**src/rtl/me_pkg.sv**
```systemverilog
// Shared configuration for the block pixel reader: pixel geometry and FSM encoding.
package me_pkg;

    localparam int DATA_W   = 8;
    localparam int PACK     = 4;
    localparam int ROW_LEN  = 16;
    localparam int BLK_ROWS = 16;

    typedef enum logic [1:0] {
        IDLE  = 2'd0,
        READ  = 2'd1,
        FLUSH = 2'd2
    } state_t;

endpackage

```
**src/rtl/pixel_packer.sv**
```systemverilog
// Packs PACK consecutive FIFO bytes into one output word, holding it until accepted.
module pixel_packer #(
    parameter int DATA_W = 8,
    parameter int PACK   = 4,
    parameter int FILL_W = $clog2(PACK + 1)
) (
    input  logic                   clk,
    input  logic                   rst_n,
    input  logic                   capture,
    input  logic [DATA_W-1:0]      din,
    input  logic                   out_ready,
    output logic [DATA_W*PACK-1:0] out_data,
    output logic                   out_valid,
    output logic [FILL_W-1:0]      fill,
    output logic                   accept
);

    localparam int WORD_W = DATA_W * PACK;

    logic [WORD_W-1:0] sr;
    logic              load;

    assign accept = out_valid && out_ready;
    assign load   = (fill == FILL_W'(PACK)) && (!out_valid || out_ready);

    always_ff @(posedge clk or negedge rst_n) begin
        if (!rst_n) begin
            out_data  <= '0;
            out_valid <= 1'b0;
            fill      <= '0;
        end else if (load) begin
            out_data  <= sr;
            out_valid <= 1'b1;
            fill      <= '0;
        end else begin
            if (accept)
                out_valid <= 1'b0;
            if (capture)
                fill <= fill + FILL_W'(1);
        end
    end

    // NOTE: the shift register carries no reset; fill gates its use and every word is fully rewritten before load.
    always_ff @(posedge clk) begin
        if (capture && !load)
            sr <= {din, sr[WORD_W-1:DATA_W]};
    end

endmodule

```
**src/rtl/fifo_pixel_reader.sv**
```systemverilog
// Reads one block of pixels from a FIFO and emits packed words with row/block markers.
module fifo_pixel_reader
    import me_pkg::*;
#(
    parameter int DATA_W   = me_pkg::DATA_W,
    parameter int PACK     = me_pkg::PACK,
    parameter int ROW_LEN  = me_pkg::ROW_LEN,
    parameter int BLK_ROWS = me_pkg::BLK_ROWS
) (
    input  logic                   clk,
    input  logic                   rst_n,
    input  logic                   start,
    input  logic                   fifo_empty,
    input  logic [DATA_W-1:0]      fifo_data,
    output logic                   fifo_rd,
    output logic [DATA_W*PACK-1:0] out_data,
    output logic                   out_valid,
    input  logic                   out_ready,
    output logic                   out_last_row,
    output logic                   out_last_blk,
    output logic                   busy,
    output logic                   done
);

    localparam int TOTAL  = ROW_LEN * BLK_ROWS;
    localparam int WORDS  = TOTAL / PACK;
    localparam int WPR    = ROW_LEN / PACK;
    localparam int REQ_W  = $clog2(TOTAL + 1);
    localparam int WORD_W = $clog2(WORDS);
    localparam int FILL_W = $clog2(PACK + 1);

    localparam logic [REQ_W-1:0]  REQ_MAX   = REQ_W'(TOTAL);
    localparam logic [WORD_W-1:0] WORD_LAST = WORD_W'(WORDS - 1);
    localparam logic [WORD_W-1:0] ROW_WORDS = WORD_W'(WPR);
    localparam logic [WORD_W-1:0] ROW_LAST  = WORD_W'(WPR - 1);
    localparam logic [FILL_W-1:0] FILL_FULL = FILL_W'(PACK);

    state_t              state, state_nxt;
    logic [REQ_W-1:0]    req_cnt;
    logic [WORD_W-1:0]   word_cnt;
    logic                pend;
    logic [FILL_W-1:0]   fill;
    logic                accept;
    logic                last_accept;

    // A byte still in flight counts against packer space so the packer never overflows.
    assign fifo_rd = (state == READ) && !fifo_empty && (req_cnt < REQ_MAX)
                   && ((fill + FILL_W'(pend)) < FILL_FULL);

    assign out_last_row = out_valid && ((word_cnt % ROW_WORDS) == ROW_LAST);
    assign out_last_blk = out_valid && (word_cnt == WORD_LAST);
    assign last_accept  = accept && out_last_blk;
    assign busy         = (state != IDLE);

    // NOTE: next-state defaults to the current state first, so no path leaves state_nxt unassigned (no latch).
    always_comb begin
        state_nxt = state;
        unique case (state)
            IDLE:    if (start)               state_nxt = READ;
            READ:    if (req_cnt == REQ_MAX)  state_nxt = FLUSH;
            FLUSH:   if (last_accept)         state_nxt = IDLE;
            default:                          state_nxt = IDLE;
        endcase
    end

    // NOTE: all state updates use <= so every register samples pre-edge values regardless of block order.
    always_ff @(posedge clk or negedge rst_n) begin
        if (!rst_n) begin
            state    <= IDLE;
            req_cnt  <= '0;
            word_cnt <= '0;
            pend     <= 1'b0;
            done     <= 1'b0;
        end else begin
            state <= state_nxt;
            pend  <= fifo_rd;
            done  <= last_accept;
            if (last_accept)
                req_cnt <= '0;
            else if (fifo_rd)
                req_cnt <= req_cnt + REQ_W'(1);
            if (accept)
                word_cnt <= last_accept ? '0 : word_cnt + WORD_W'(1);
        end
    end

    pixel_packer #(
        .DATA_W (DATA_W),
        .PACK   (PACK),
        .FILL_W (FILL_W)
    ) u_packer (
        .clk       (clk),
        .rst_n     (rst_n),
        .capture   (pend),
        .din       (fifo_data),
        .out_ready (out_ready),
        .out_data  (out_data),
        .out_valid (out_valid),
        .fill      (fill),
        .accept    (accept)
    );

endmodule

```
**config.mk**
```make
export PLATFORM = sky130hd
export DESIGN_NAME = fifo_pixel_reader
export DESIGN_NICKNAME = d
export VERILOG_FILES = /design/src/rtl/me_pkg.sv /design/src/rtl/pixel_packer.sv /design/src/rtl/fifo_pixel_reader.sv
export SDC_FILE = /design/constraint.sdc
export NUM_CORES = 1
export LEC_CHECK = 0
export BUFFER_PORTS_ARGS = -buffer_cell sky130_fd_sc_hd__buf_2
export CAP_MARGIN = 15
export CORE_ASPECT_RATIO = 1.5
export CORE_MARGIN = 4
export CORE_UTILIZATION = 50
export CTS_CLUSTER_DIAMETER = 100
export DETAILED_ROUTE_END_ITERATION = 10
export PLACE_DENSITY = 0.77
export REMOVE_ABC_BUFFERS = 1
export SYNTH_ARGS = -nofsm -noshare
export SYNTH_HDL_FRONTEND = slang
export SYNTH_SLANG_ARGS = --single-unit
```
**constraint.sdc**
```tcl
create_clock -name clk -period 3.05 [get_ports clk]
set_input_delay 0.1525 -clock clk [delete_from_list [all_inputs] [get_ports clk]]
set_output_delay 0.1525 -clock clk [all_outputs]
set_load 0.03 [all_outputs]
```
==> metrics.txt <==
CP Capture Type=primary output; register area share after synthesis=0.694; Crit Reg-Reg Startpoint=u_packer.fill[0]; Synth cell types=42; first-pass GRT wire length=9440 µm; total power=about 4.1 mW; H-tree depth=3; Die Y=108 µm; LEAKAGE=between 1.5 and 2 nW; Hold Path Sink=u_packer.out_valid; Worst Tran Pin Value=~0.44 ns; Die Width=~75 µm; top post-synthesis cells by area=dfrtp_1, edfxtp_1, mux2_2; HPWL after detailed placement=roughly 3600 µm; Clock Skew=about 0.0050 ns; Peak Freq=521 MHz; hold path startpoint=out_ready; Skew-Pair Late Insertion Delay=0.36 ns; drt drc=0; Vias/cell=5.27; clock buffer depth=2; crit path DAT=1.77 ns; CP Launch Type=register; Worst Path Required=between 2 and 3 ns; fraction of registers with async set/reset=0.632; clk root buf=clkbuf_8; ANT cells=0; hold path depth=2; vias in the first global route=2035; Setup Buffers After CTS=0; Min Clock Period, post-route=around 1.9 ns; post-synthesis cell count=219; Initial Util=0.515; Hold Fails Final Rpt=0; Rel. slew slack=0.706; terminus of the critical flop-to-flop path=u_packer.out_data[10]; CP Max Fanout=10; share of cells above drive strength 1=0.374; VDD IR max=608 µV; CTS tree=done; Final period util=0.629; PD cells=1030 nW/µm²; largest net degree at the start of global routing=50; port bufs=50; Setup CP Type=register to primary output; CTS Sinks=87; Netlist Area Pre-Place=roughly 3400 µm²; DRT Wirelength=5550 µm; syn_area_per_cell=15.4 µm²; Post-layout nets=307; Tot GR Track Use=0.158; Synth area leader=dfrtp_1; FF-to-FF setup slack=around 1.2 ns; Ports=51; via count=1951; antenna violations before repair=0; Num CTS Buffers=9; Placer Congestion=roughly 0.78; max_cap viols=0; status=complete, no violations; Final Setup Violations=0; Routed WL per cell=15.0 µm; Hold Path Class=input pin to register; P&R area growth vs syn=19.4%; post-route setup slack=1.13 ns; Core Area=6530 µm²; worst slack, placed=1.17 ns; ys flop type=dfrtp_1; cts repair resizes=0; DIE AREA=8140 µm²; initial drt markers=~130; count leader, synth=dfrtp_1; Fin Setup TNS=0 ns; Final Max Slew Viols=0; fillcell total=between 400 and 500; Site Rows=36; Final ANT Viol Nets=0; Reg2Reg Depth=6; EDFF count, synth=32; grt total ovfl=0; RSZ-0062 raised after global routing=false; #FFs+latches synth=87; top cells by instance count after synthesis=dfrtp_1, edfxtp_1, mux2_2; first-pass detailed-route iteration total=4; yosys warns=0; clock slew at reported path FFs=0.08 ns; Yosys top cell area share=0.409
[worst max path at each step]
stage / start / end
5_1_grt: pend / fifo_rd
6_report: pend / fifo_rd
2_1_floorplan: u_packer.out_valid / u_packer.sr[0]
3_5_place_dp: u_packer.fill[0] / u_packer.out_data[3]
4_1_cts: pend / fifo_rd
3_3_place_gp: u_packer.fill[0] / u_packer.out_data[22]
[sequential cells by signal, summed over array words and instances, names as in the netlist]
register and flops:
pend 1, state 2, u_packer.out_data 32, u_packer.sr 32, u_packer.fill 3, req_cnt 9
u_packer.out_valid 1, word_cnt 6, done 1
[kinds of logic after synthesis]
| group | after synthesis | synth area share |
|---|---|---|
| compound gates | 23 | 0.0543 |
| xor+xnor | 9 | 0.0234 |
| fa+ha+maj | 5 | 0.0186 |
| buf+inv | 14 | 0.0178 |
| flops | 87 | 0.694 |
| mux | 33 | 0.110 |
| simple gates | 48 | 0.0814 |
[critical path, cell delays in order (launching register included)]
cell and delay, ns:
dfrtp_1 0.48, and4_1 0.27, o21ai_2 0.33, inv_1 0.12, buf_2 0.20
[metrics by stage]
step	util	cells	hold WS (ns)	cell area, µm²
final	0.615	370	0.0310	4020
after global routing	0.615	370	0.0297	4020
after CTS	0.611	368	0.0143	3990
after detailed placement	0.570	344	0.331	3730
after global placement	0.570	344	0.329	3730
after floorplan	-	215	-0.143	3340
[final cells by class]
class | count | area, µm² | share of cell area
clock inverters | 6 | 43.8 | 0.0109
flip-flops and latches | 87 | 2340 | 0.582
clock buffers | 10 | 138 | 0.0343
repair buffers | 63 | 383 | 0.0953
well taps | 76 | 95.1 | 0.0237
multi-input cells | 118 | 983 | 0.245
inverters | 10 | 37.5 | 0.00934
[cells in the final DEF (no fill, tap or decap), types with 2 or more instances in the layout]
cell type | Yosys | final
dfrtp_1 | 55 | 55
buf_2 | 3 | 50
edfxtp_1 | 32 | 32
mux2_2 | 29 | 29
nor2_1 | 12 | 12
nand2_1 | 11 | 11
clkbuf_8 | 0 | 10
inv_1 | 9 | 9
dlygate4sd3_1 | 0 | 9
o21ai_0 | 7 | 7
nand3_1 | 5 | 5
xnor2_1 | 5 | 5
ha_1 | 5 | 5
xor2_1 | 4 | 4
nand4_1 | 4 | 4
mux2_1 | 3 | 3
buf_4 | 1 | 3
or3_1 | 2 | 2
and2_1 | 2 | 2
nor4b_1 | 2 | 2
o31ai_1 | 2 | 2
or4_1 | 2 | 2
a21oi_1 | 2 | 2
o211ai_1 | 2 | 2
clkinv_2 | 0 | 2
inv_6 | 0 | 2
[power by group]
group | total [mW] | leakage (nW) | switching (mW) | internal, mW
Sequential | 1.98 | 0.980 | 0.284 | 1.69
Combinational | 1.43 | 0.649 | 0.898 | 0.532
Clock | 0.724 | 0.0930 | 0.402 | 0.322
Total | 4.13 | 1.72 | 1.58 | 2.55
[repair_timing]
action,4_1_cts,5_1_grt
hold buffers,8,1
endpoints found under the hold margin,8,17
endpoints found under the setup margin,0,0
[metal layers]
layer | track usage | share of wire
met5 | 0 | 0
met4 | 0.0802 | 0.020
met3 | 0.0530 | 0.050
met2 | 0.239 | 0.50
met1 | 0.199 | 0.43
(Power assumes the default switching activity.)
